--- src/rtl/port_rd_backend.sv ---
// Read-side ECC backend: buffers one page (1-8 x 16-bit words), checks it against its
// 8-bit Hamming code, corrects single-bit errors and streams the words out.
module port_rd_backend (
    input  logic        clk,
    input  logic        rst_n,
    input  logic        in_vld,
    input  logic [15:0] in_data,
    input  logic        in_last,
    input  logic [7:0]  in_code,
    output logic        in_rdy,
    output logic        out_vld,
    output logic [15:0] out_data,
    output logic        out_last,
    input  logic        out_rdy,
    output logic        ecc_corr,
    output logic        ecc_uncorr,
    output logic [15:0] corr_cnt,
    output logic [15:0] uncorr_cnt
);

    typedef enum logic [1:0] {FILL, CHECK, DRAIN} state_t;

    state_t      state;
    logic [15:0] page [8];
    logic [2:0]  cnt;
    logic [3:0]  len;
    logic [2:0]  rd_idx;
    logic [7:0]  code_r;

    logic [127:0] data_flat;
    logic [127:0] fixed_flat;
    logic [7:0]   calc;
    logic [7:0]   syn;
    logic         hit_corr;
    logic         hit_uncorr;

    // Hamming position of data bit i: skip 1,2 via the +3 offset, then step over each
    // power of two the running position reaches.
    function automatic logic [7:0] ham_pos(input int unsigned i);
        int unsigned p;
        p = i + 3;
        for (int unsigned b = 2; b < 8; b++) begin
            if (p >= (32'd1 << b)) p = p + 1;
        end
        return 8'(p);
    endfunction

    always_comb begin
        data_flat = '0;
        for (int unsigned k = 0; k < 8; k++) data_flat[16*k +: 16] = page[k];
        calc = '0;
        for (int unsigned i = 0; i < 128; i++) begin
            if (data_flat[i]) calc = calc ^ ham_pos(i);
        end
        syn        = code_r ^ calc;
        fixed_flat = data_flat;
        hit_corr   = 1'b0;
        hit_uncorr = 1'b0;
        if (syn != 8'd0) begin
            if ((syn & (syn - 8'd1)) == 8'd0) begin
                hit_corr = 1'b1;
            end else if (syn > 8'd136) begin
                hit_uncorr = 1'b1;
            end else begin
                for (int unsigned i = 0; i < 128; i++) begin
                    if (ham_pos(i) == syn) begin
                        if ((i >> 4) < 32'(len)) begin
                            fixed_flat[i] = ~data_flat[i];
                            hit_corr      = 1'b1;
                        end else begin
                            hit_uncorr = 1'b1;
                        end
                    end
                end
            end
        end
    end

    always_ff @(posedge clk or negedge rst_n) begin
        if (!rst_n) begin
            state      <= FILL;
            for (int unsigned k = 0; k < 8; k++) page[k] <= '0;
            cnt        <= '0;
            len        <= '0;
            rd_idx     <= '0;
            code_r     <= '0;
            in_rdy     <= 1'b1;
            out_vld    <= 1'b0;
            out_data   <= '0;
            out_last   <= 1'b0;
            ecc_corr   <= 1'b0;
            ecc_uncorr <= 1'b0;
            corr_cnt   <= '0;
            uncorr_cnt <= '0;
        end else begin
            ecc_corr   <= 1'b0;
            ecc_uncorr <= 1'b0;
            case (state)
                FILL: begin
                    if (in_vld) begin
                        page[cnt] <= in_data;
                        if (in_last || cnt == 3'd7) begin
                            len    <= {1'b0, cnt} + 4'd1;
                            code_r <= in_code;
                            in_rdy <= 1'b0;
                            state  <= CHECK;
                        end else begin
                            cnt <= cnt + 3'd1;
                        end
                    end
                end
                CHECK: begin
                    for (int unsigned k = 0; k < 8; k++) page[k] <= fixed_flat[16*k +: 16];
                    out_data   <= fixed_flat[15:0];
                    out_vld    <= 1'b1;
                    out_last   <= (len == 4'd1);
                    rd_idx     <= '0;
                    ecc_corr   <= hit_corr;
                    ecc_uncorr <= hit_uncorr;
                    if (hit_corr && corr_cnt != 16'hFFFF) corr_cnt <= corr_cnt + 16'd1;
                    if (hit_uncorr && uncorr_cnt != 16'hFFFF) uncorr_cnt <= uncorr_cnt + 16'd1;
                    state      <= DRAIN;
                end
                DRAIN: begin
                    if (out_rdy) begin
                        if ({1'b0, rd_idx} == len - 4'd1) begin
                            // Clearing here leaves unreceived words zero for the next page.
                            for (int unsigned k = 0; k < 8; k++) page[k] <= '0;
                            out_vld  <= 1'b0;
                            out_last <= 1'b0;
                            out_data <= '0;
                            cnt      <= '0;
                            in_rdy   <= 1'b1;
                            state    <= FILL;
                        end else begin
                            rd_idx   <= rd_idx + 3'd1;
                            out_data <= page[rd_idx + 3'd1];
                            out_last <= ({1'b0, rd_idx} + 4'd1 == len - 4'd1);
                        end
                    end
                end
                default: state <= FILL;
            endcase
        end
    end

endmodule
--- config.mk ---
export PLATFORM = sky130hd
export DESIGN_NAME = port_rd_backend
export DESIGN_NICKNAME = d
export VERILOG_FILES = /design/src/rtl/port_rd_backend.sv
export SDC_FILE = /design/constraint.sdc
export NUM_CORES = 1
export LEC_CHECK = 0
export BUFFER_PORTS_ARGS = -buffer_cell sky130_fd_sc_hd__buf_2
export CORE_UTILIZATION = 36
export CTS_CLUSTER_SIZE = 28
export DETAILED_ROUTE_END_ITERATION = 10
export GPL_TIMING_DRIVEN = 0
export SLEW_MARGIN = 20
export SYNTH_ARGS = -nofsm -noshare
export SYNTH_HDL_FRONTEND = slang
export SYNTH_SLANG_ARGS = --single-unit
--- constraint.sdc ---
create_clock -name clk -period 6.73 [get_ports clk]
set_input_delay 0.3365 -clock clk [delete_from_list [all_inputs] [get_ports clk]]
set_output_delay 0.3365 -clock clk [all_outputs]
set_load 0.01 [all_outputs]
==> impl_summary.log, run 1 <==
[metrics] outcome: complete, no violations
[metrics] largest fanout of any net on the critical path: 10
[metrics] register bit count reported by yosys: 201
[metrics] crit share post-route: 88.8%
[metrics] clock transition at the registers of the reported paths: 0.06 ns
[metrics] violation count after the first detailed-route iteration: 1,951
[metrics] sequential share of the synthesized area: 33.7%
[metrics] highest attainable clock frequency: 0.167 GHz
[metrics] most common library cell in the layout ignoring fill and taps: dfrtp_1
[metrics] WL final: 66.9 mm
[metrics] CTS H-tree lvls: 1
[metrics] number of diodes: 0
[metrics] highest-count cells in the layout ignoring fill and taps: dfrtp_1 (200), xnor2_1 (158), a21oi_1 (136)
[metrics] global-route usage over all layers: 31.8%
[metrics] initial core utilization: 36.6%
[metrics] maximum number of pins on one net before global-route repair: 88
[metrics] placeable core region: 40,800 µm²
[metrics] CTS Buf Count: 25
[metrics] Clock Skews: 0.0230 ns
[metrics] share of flip-flops with an asynchronous set or reset: 100%
[metrics] number of antenna violations at the first check in global routing: 3
[metrics] total number of vias: 14,200
[metrics] transition at the pin with the smallest max-transition slack: 1.13 ns
[metrics] total iterations of the first detailed-routing run: 5
[metrics] antenna viol nets, final: 0
[metrics] placed cell areas: 16,100 µm²
[metrics] synthesis-to-layout area growth: 13.2%
[metrics] weighted congestion at the end of routability-driven global placement: 1.03
[metrics] CTS tree: yes
[metrics] type of the worst min-delay path: in -> reg
[metrics] Avg Inst Size Synth: 9.95 µm²
[metrics] routed vias/inst: 6.55
[metrics] synthesized cell area: 14,900 µm²
[metrics] number of top-level pins: 82
[metrics] clock root buffer: clkbuf_16
[metrics] Overflow after GRT: 0
[metrics] Syn Inst Count: 1,500
[metrics] worst relative slew slack: 23.7%
[metrics] number of nets produced by synthesis: 1,543
[metrics] Die Height: 206 µm
[metrics] element type at the critical path end: register
[metrics] RSZ-0062 raised after global routing: false
[metrics] total area of multi-input combinational cells: 9420 µm²
[metrics] number of sinks driven by the clock tree: 201
[metrics] mean routed wirelength per cell: 30.9 µm
[metrics] total count of hold-check failures in the final report: 0
[metrics] standard-cell rows: 74
[metrics] width of the chip: 206 µm
[metrics] top flip-flop cell by instance count after synthesis: dfrtp_1
[metrics] area occupied by registers: 5030 µm²
[metrics] worst setup path category: reg -> reg
[metrics] EDFF count, synth: 0
[metrics] total number of yosys warnings: 0
[metrics] Slew Viols, Final: 0
[metrics] Sum Neg Setup Slack: 0 ns
[metrics] first-pass GRT wire length: 95.9 mm
[metrics] # Post-CTS Setup Buffers: 0
[metrics] area of all placed cells without fillers: 16,900 µm²
[metrics] kind of launch point of the worst setup path: register
[metrics] number of buffers inserted by port buffering: 81
[metrics] Max Cap Viol: 0
[metrics] post-layout minimum cycle time: 5.98 ns
[metrics] number of distinct library cells after synthesis: 71
[metrics] share of cells above drive strength 1: 12.6%
[metrics] die area: 42,300 µm²
[metrics] deepest clock path buffer count: 3
[metrics] # nets final: 1,655
[metrics] critical path data required time: 7.15 ns
[metrics] final setup violation count: 0
[metrics] final routed DRC violation total: 0
[metrics] clock latency of the later-clocked register in the worst-skew pair: 0.56 ns
[metrics] fill cell count: 4,028
[metrics] via count of the first global-routing pass: 13,500
[metrics] sum of net half-perimeters after detailed placement: 50.6 mm
[metrics] Arr. time, crit path: 6.40 ns
-- per-layer routing --
| metal | global-route usage [%] | routed length, µm |
|---|---|---|
| met5 | 0 | 0 |
| met3 | 7.16 | 7430 |
| met2 | 47.7 | 28700 |
| met1 | 41.8 | 26200 |
| met4 | 18.8 | 4560 |
-- cell type report --
cell class / instances / area share [%]
Buffer: 103 / 2.49
Sequential cell: 201 / 29.8
Timing Repair Buffer: 85 / 2.90
Tap cell: 532 / 3.94
Multi-Input combinational cell: 1180 / 55.7
Clock inverter: 6 / 0.377
Clock buffer: 38 / 4.46
Inverter: 16 / 0.355
-- timing repair --
action                                 4_1_cts  5_1_grt
resized for setup                            0        0
hold buffers                                 2        0
setup endpoints to repair                    0        0
endpoints found under the hold margin       38        0
-- worst paths after layout --
check | startpoint | end | slack, ns | depth (start not counted)
min in group asynchronous | rst_n | out_data[2] | 0.25 | 2
max in group asynchronous | rst_n | async pin | 5.25 | 4
max reg2reg | register | out_data[2] | 0.75 | 13
min | in_code[7] | code_r[7] | 0.01 | 2
min reg2reg | out_data[3] | out_data[3] | 0.48 | 2
max | register | out_data[2] | 0.75 | 13
-- synthesized netlist by cell type (all sizes together), types with 4 or more instances --
cell type,count,area [µm²]
o21ai,135,676
clkbuf,81,304
a22o,15,131
and2,7,46.3
a21oi,137,689
nand3b,4,30.0
ha,14,175
nor2,39,146
inv,16,60.1
nand3,44,220
dfrtp,200,5000
mux2,16,180
a31oi,99,634
mux2i,14,140
nand2,100,378
buf,22,116
o21a,21,158
and3,16,100
o22a,104,911
o211ai,7,52.6
nor4,12,103
o41ai,13,114
nand4,11,75.1
mux4,32,721
o22ai,5,31.3
xnor3,55,1240
xor2,50,457
xnor2,159,1400
nor3,11,55.1
o221ai,16,140
-- through the flow --
step / utilization, % / std cells / hold WS, ns / worst slack [ns]
after floorplan: - / 1500 / 0.0409 / 2.40
after global placement: 39.2 / 2113 / 0.467 / 1.08
after detailed placement: 39.4 / 2115 / 0.237 / 1.05
after CTS: 41.4 / 2161 / 0.00204 / 1.03
after global routing: 41.4 / 2161 / 0.0121 / 0.724
final: 41.4 / 2161 / 0.0124 / 0.751
-- worst max-delay path, cell delays in order (launching register included) --
cell	delay [ns]
dfrtp_1	0.50
xnor3_1	0.46
xnor2_1	0.43
xnor3_1	0.52
xnor3_1	0.44
xnor2_1	0.39
clkbuf_1	0.45
nand4_1	0.56
nand3_1	0.79
clkbuf_1	0.50
nor2_1	0.15
xor2_1	0.17
a21oi_1	0.35
o21ai_0	0.12
-- logic make-up after synthesis --
family | count (synthesis) | synth area share (%)
fa+ha+maj | 14 | 1.17
xor+xnor | 267 | 21.2
buf+inv | 119 | 3.22
simple gates | 262 | 8.61
flops | 201 | 33.7
mux | 62 | 6.97
compound gates | 575 | 25.1
Power of run 1 is left out: the tool's default activity adds up to more than one toggle a clock period on the data nets, which glitch-free logic cannot reach.
==> inputs of run 2 (changes only) <==
--- a/config.mk
+++ b/config.mk
@@ -10,6 +10,7 @@
 export CTS_CLUSTER_SIZE = 28
 export DETAILED_ROUTE_END_ITERATION = 10
 export GPL_TIMING_DRIVEN = 0
+export MAX_ROUTING_LAYER = met4
 export SLEW_MARGIN = 20
 export SYNTH_ARGS = -nofsm -noshare
 export SYNTH_HDL_FRONTEND = slang
==> impl_summary.log, run 2 (synthesis results as in run 1) <==
[metrics] sum of net half-perimeters after detailed placement: 50.2 mm (was 50.6 mm)
[metrics] final routed DRC violation total: 0 (unchanged)
[metrics] via count of the first global-routing pass: 13,500 (about the same)
[metrics] CTS Buf Count: 26 (was 25)
[metrics] Clock Skews: 0.0112 ns (was 0.0230 ns)
[metrics] total count of hold-check failures in the final report: 0 (unchanged)
[metrics] placeable core region: 40,800 µm² (unchanged)
[metrics] clock root buffer: clkbuf_16 (unchanged)
[metrics] mean routed wirelength per cell: 30.6 µm (was 30.9 µm)
[metrics] clock latency of the later-clocked register in the worst-skew pair: 0.55 ns (was 0.56 ns)
[metrics] global-route usage over all layers: 32.4% (was 31.8%)
[metrics] logic depth of the worst register-to-register path: 14 (was 13)
[metrics] worst setup path category: reg -> reg (unchanged)
[metrics] WL final: 66.3 mm (was 66.9 mm)
[metrics] largest incremental delay on the critical path: 1.06 ns (was 0.79 ns)
[metrics] routed vias/inst: 6.48 (was 6.55)
[metrics] initial core utilization: 36.6% (unchanged)
[metrics] width of the chip: 206 µm (unchanged)
[metrics] Slew Viols, Final: 0 (unchanged)
[metrics] highest-count cells in the layout ignoring fill and taps: dfrtp_1 (200), xnor2_1 (158), a21oi_1 (136) (unchanged)
[metrics] weighted congestion at the end of routability-driven global placement: 1.06 (was 1.03)
[metrics] final setup violation count: 0 (unchanged)
[metrics] post-layout minimum cycle time: 6.03 ns (was 5.98 ns)
[metrics] total area of multi-input combinational cells: 9420 µm² (unchanged)
[metrics] CTS H-tree lvls: 1 (unchanged)
[metrics] Die Height: 206 µm (unchanged)
[metrics] fill cell count: 3,998 (was 4,028)
[metrics] number of buffers inserted by port buffering: 81 (unchanged)
[metrics] critical path's top delay family: XOR/XNOR gates (unchanged)
[metrics] crit share post-route: 89.5% (was 88.8%)
[metrics] total number of vias: 14,100 (was 14,200)
[metrics] number of top-level pins: 82 (unchanged)
[metrics] slowest stage cell on the critical path: a221oi_1 (was nand3_1)
[metrics] type of the worst min-delay path: in -> reg (unchanged)
[metrics] number of sinks driven by the clock tree: 201 (unchanged)
[metrics] clock transition at the registers of the reported paths: 0.06 ns (about the same)
[metrics] # nets final: 1,661 (was 1,655)
[metrics] highest attainable clock frequency: 0.166 GHz (was 0.167 GHz)
[metrics] share of cells above drive strength 1: 12.8% (was 12.6%)
[metrics] synthesis-to-layout area growth: 14.0% (was 13.2%)
[metrics] beginning of the worst hold path: in_code[7] (unchanged)
[metrics] most common library cell in the layout ignoring fill and taps: dfrtp_1 (unchanged)
[metrics] number of diodes: 0 (unchanged)
[metrics] violation count after the first detailed-route iteration: 2,001 (was 1,951)
[metrics] outcome: complete, no violations (unchanged)
[metrics] cells along the critical path: xnor3_1 > xnor2_1 > xnor3_1 > xnor3_2 > xor3_1 > buf_2 > nand2_1 > a211oi_1 > o32a_1 > o21bai_1 > a221oi_1 > clkbuf_1 > a21oi_1 > a31oi_1 (was xnor3_1 > xnor2_1 > xnor3_1 > xnor3_1 > xnor2_1 > clkbuf_1 > nand4_1 > nand3_1 > clkbuf_1 > nor2_1 > xor2_1 > a21oi_1 > o21ai_0)
[metrics] element type at the critical path end: register (unchanged)
[metrics] kind of launch point of the worst setup path: register (unchanged)
[metrics] Arr. time, crit path: 6.50 ns (was 6.40 ns)
[metrics] number of cells on the critical path: 14 (was 13)
[metrics] Worst path most repeated cell: xnor3_1 (unchanged)
[metrics] Sum Neg Setup Slack: 0 ns (unchanged)
[metrics] number of antenna violations at the first check in global routing: 0 (was 3)
[metrics] post-place setup slack: 0.927 ns (was 1.05 ns)
[metrics] hold depth: 2 (unchanged)
[metrics] area occupied by registers: 5030 µm² (unchanged)
[metrics] worst relative slew slack: 19.4% (was 23.7%)
[metrics] critical path data required time: 7.20 ns (was 7.15 ns)
[metrics] Overflow after GRT: 0 (unchanged)
[metrics] total iterations of the first detailed-routing run: 5 (unchanged)
[metrics] die area: 42,300 µm² (unchanged)
[metrics] transition at the pin with the smallest max-transition slack: 1.21 ns (was 1.13 ns)
[metrics] fin cells: 2,168 (was 2,161)
[metrics] standard-cell rows: 74 (unchanged)
[metrics] first-pass GRT wire length: 95.1 mm (was 95.9 mm)
[metrics] RSZ-0062 raised after global routing: false (unchanged)
[metrics] count of placed standard cells including taps: 2,115 (unchanged)
[metrics] Max Cap Viol: 0 (unchanged)
[metrics] antenna viol nets, final: 0 (unchanged)
[metrics] largest fanout of any net on the critical path: 10 (unchanged)
[metrics] count of buffer and inverter cells on the critical path: 2 (unchanged)
[metrics] maximum number of pins on one net before global-route repair: 87 (was 88)
[metrics] CTS tree: yes (unchanged)
[metrics] deepest clock path buffer count: 3 (unchanged)
[metrics] # Post-CTS Setup Buffers: 0 (unchanged)
[metrics] post-route worst setup slack: 0.704 ns (was 0.751 ns)
[run 2: changes by cell type in the layout (fill, tap and decap cells not counted)]
| cell | previous run | this run |
|---|---|---|
| clkinv_2 | 2 | 7 |
| inv_6 | 1 | 0 |
| clkinvlp_4 | 2 | 3 |
| clkbuf_8 | 8 | 1 |
| clkbuf_16 | 25 | 27 |
| clkbuf_1 | 86 | 84 |
| bufinv_16 | 1 | 4 |
| clkinv_4 | 0 | 1 |
| dlygate4sd3_1 | 2 | 7 |
[run 2: repair_timing]
item / CTS / global route
gates resized for setup: 0 / 0
hold buffers: 7 / 0
endpoints found under the hold margin: 39 / 0
[run 2: cell type report]
class / count / share of cell area, %
clock inverter: 15 / 1.10
inverter: 16 / 0.353
clock buffer: 31 / 4.12
tap: 532 / 3.91
buffer: 103 / 2.47
multi-input combinational: 1180 / 55.3
timing repair buffer: 90 / 3.17
sequential: 201 / 29.6
[run 2: final timing paths]
kind                            slack, ns            end
worst max-delay path                 0.70       register
worst min-delay path                 0.03      code_r[7]
worst max register to register       0.70       register
worst min register to register       0.47   out_data[11]
max in group asynchronous            5.32  uncorr_cnt[3]
min in group asynchronous            0.24    out_data[4]
[run 2: per-stage QoR]
| stage | hold slack [ns] | util, % | instance area, µm² |
|---|---|---|---|
| 6_report | 0.0271 | 41.7 | 17000 |
| 5_1_grt | 0.0214 | 41.7 | 17000 |
| 4_1_cts | 0.00420 | 41.7 | 17000 |
| 3_5_place_dp | 0.220 | 39.4 | 16100 |
| 3_3_place_gp | 0.466 | 39.2 | 16000 |
| 2_1_floorplan | 0.0409 | - | 14900 |
[run 2: metal layers]
metal / part of all wire (%) / track usage, %
met1: 40 / 42.4
met4: 6.8 / 18.9
met5: 0 / -
met2: 43 / 46.7
met3: 10 / 5.89
Power of run 2 is left out for the same reason.
==> inputs of run 3 (changes only) <==
--- a/config.mk
+++ b/config.mk
@@ -6,6 +6,7 @@
 export NUM_CORES = 1
 export LEC_CHECK = 0
 export BUFFER_PORTS_ARGS = -buffer_cell sky130_fd_sc_hd__buf_2
+export CORE_ASPECT_RATIO = 0.7
 export CORE_UTILIZATION = 36
 export CTS_CLUSTER_SIZE = 28
 export DETAILED_ROUTE_END_ITERATION = 10
==> impl_summary.log, run 3 (synthesis results as in run 1) <==
[metrics] synthesis-to-layout area growth: 14.0% (unchanged)
[metrics] worst setup path category: reg -> reg (unchanged)
[metrics] Arr. time, crit path: 6.90 ns (was 6.50 ns)
[metrics] first-pass GRT wire length: 97.0 mm (was 95.1 mm)
[metrics] total count of hold-check failures in the final report: 0 (unchanged)
[metrics] initial core utilization: 36.5% (was 36.6%)
[metrics] sum of net half-perimeters after detailed placement: 52.2 mm (was 50.2 mm)
[metrics] fill cell count: 3,969 (was 3,998)
[metrics] worst relative slew slack: 13.9% (was 19.4%)
[metrics] Die Height: 172 µm (was 206 µm)
[metrics] standard-cell rows: 62 (was 74)
[metrics] highest attainable clock frequency: 0.155 GHz (was 0.166 GHz)
[metrics] final routed DRC violation total: 0 (unchanged)
[metrics] clock transition at the registers of the reported paths: 0.06 ns (about the same)
[metrics] Overflow after GRT: 0 (unchanged)
[metrics] post-layout minimum cycle time: 6.46 ns (was 6.03 ns)
[metrics] CTS H-tree lvls: 1 (unchanged)
[metrics] die area: 42,300 µm² (about the same)
[metrics] deepest clock path buffer count: 3 (unchanged)
[metrics] Slew Viols, Final: 0 (unchanged)
[metrics] via count of the first global-routing pass: 12,800 (was 13,500)
[metrics] final setup violation count: 0 (unchanged)
[metrics] weighted congestion at the end of routability-driven global placement: 1.16 (was 1.06)
[metrics] number of top-level pins: 82 (unchanged)
[metrics] CTS Buf Count: 25 (was 26)
[metrics] slowest stage cell on the critical path: nand4_1 (was a221oi_1)
[metrics] Sum Neg Setup Slack: 0 ns (unchanged)
[metrics] cells along the critical path: xnor3_1 > xor2_1 > xnor3_1 > xnor2_1 > xnor3_1 > clkbuf_1 > nand4_1 > nand2_1 > o22ai_1 > or4_4 > nor4_4 > buf_6 > nand3_1 > xnor2_1 (was xnor3_1 > xnor2_1 > xnor3_1 > xnor3_2 > xor3_1 > buf_2 > nand2_1 > a211oi_1 > o32a_1 > o21bai_1 > a221oi_1 > clkbuf_1 > a21oi_1 > a31oi_1)
[metrics] Clock Skews: 0.0202 ns (was 0.0112 ns)
[metrics] violation count after the first detailed-route iteration: 2,463 (was 2,001)
[metrics] total iterations of the first detailed-routing run: 6 (was 5)
[metrics] count of buffer and inverter cells on the critical path: 2 (unchanged)
[metrics] total area of multi-input combinational cells: 9430 µm² (was 9420 µm²)
[metrics] post-place setup slack: 0.483 ns (was 0.927 ns)
[metrics] critical path's top delay family: XOR/XNOR gates (unchanged)
[metrics] worst hold slack across all endpoints: 0.0203 ns (was 0.0271 ns)
[metrics] transition at the pin with the smallest max-transition slack: 1.28 ns (was 1.21 ns)
[metrics] clock root buffer: clkbuf_16 (unchanged)
[metrics] antenna viol nets, final: 0 (unchanged)
[metrics] placeable core region: 41,000 µm² (was 40,800 µm²)
[metrics] clock latency of the later-clocked register in the worst-skew pair: 0.56 ns (was 0.55 ns)
[metrics] Worst path most repeated cell: xnor3_1 (unchanged)
[metrics] largest incremental delay on the critical path: 0.74 ns (was 1.06 ns)
[metrics] WL final: 70.1 mm (was 66.3 mm)
[metrics] area occupied by registers: 5030 µm² (unchanged)
[metrics] width of the chip: 245 µm (was 206 µm)
[metrics] number of buffers inserted by port buffering: 81 (unchanged)
[metrics] kind of launch point of the worst setup path: register (unchanged)
[metrics] CTS tree: yes (unchanged)
[metrics] # Post-CTS Setup Buffers: 0 (unchanged)
[metrics] outcome: complete, no violations (unchanged)
[metrics] mean routed wirelength per cell: 32.2 µm (was 30.6 µm)
[metrics] element type at the critical path end: register (unchanged)
[metrics] largest fanout of any net on the critical path: 10 (unchanged)
[metrics] most common library cell in the layout ignoring fill and taps: dfrtp_1 (unchanged)
[metrics] critical path data required time: 7.17 ns (was 7.20 ns)
[metrics] RSZ-0062 raised after global routing: false (unchanged)
[metrics] global-route usage over all layers: 33.8% (was 32.4%)
[metrics] type of the worst min-delay path: in -> reg (unchanged)
[metrics] highest-count cells in the layout ignoring fill and taps: dfrtp_1 (200), xnor2_1 (157), a21oi_1 (136) (was dfrtp_1 (200), xnor2_1 (158), a21oi_1 (136))
[metrics] post-route worst setup slack: 0.273 ns (was 0.704 ns)
[metrics] # nets final: 1,658 (was 1,661)
[metrics] number of antenna violations at the first check in global routing: 1 (was 0)
[metrics] Max Cap Viol: 0 (unchanged)
[metrics] maximum number of pins on one net before global-route repair: 72 (was 87)
[metrics] share of cells above drive strength 1: 12.9% (was 12.8%)
[metrics] number of sinks driven by the clock tree: 201 (unchanged)
[metrics] crit share post-route: 95.9% (was 89.5%)
[metrics] routed vias/inst: 6.66 (was 6.48)
[metrics] total number of vias: 14,500 (was 14,100)
## run 3: changes by cell type in the layout (fill, tap and decap cells not counted), sizes merged, moves of 2 or more
cell / previous run / this run
clkinvlp: 3 / 0
dlygate4sd3: 7 / 5
clkinv: 8 / 5
clkbuf: 112 / 116
diode: 0 / 2
## run 3: layout make-up
type,instances,share of cell area (%)
diodes,2,0.0294
plain buffers,103,2.47
clock buffers,35,4.37
clock inverters,9,0.772
inverters,16,0.353
multi-input cells,1180,55.4
flip-flops and latches,201,29.6
well taps,544,4.00
repair buffers,88,3.06
## run 3: per-stage QoR
| stage | utilization (%) | area (µm²) | instances |
|---|---|---|---|
| final | 41.6 | 17000 | 2178 |
| after CTS | 41.5 | 17000 | 2176 |
| after global routing | 41.6 | 17000 | 2177 |
| after floorplan | - | 14900 | 1500 |
| after detailed placement | 39.3 | 16100 | 2127 |
| after global placement | 39.1 | 16000 | 2125 |
## run 3: repair_timing
item,4_1_cts,5_1_grt
hold endpoints to repair,70,0
hold buffers,5,0
resized for setup,0,0
## run 3: worst paths after layout
kind	startpoint	to	slack (ns)	cells after the start
setup / recovery	register	corr_cnt[4]	0.27	14
hold / removal	in_code[7]	code_r[7]	0.02	2
setup reg to reg	register	corr_cnt[4]	0.27	14
hold reg to reg	out_last	out_last	0.47	2
max in group asynchronous	rst_n	async pin	5.56	3
min in group asynchronous	rst_n	rd_idx[2]	0.34	2
## run 3: metal layers
| metal | track usage [%] | up-vias | wire length (µm) |
|---|---|---|---|
| met5 | - | - | 0 |
| met4 | 10.3 | 0 | 2820 |
| met3 | 16.0 | 181 | 12100 |
| met2 | 41.5 | 1146 | 25600 |
| met1 | 47.3 | 7273 | 29600 |
| li1 | - | 5908 | - |
Power of run 3 is left out for the same reason.
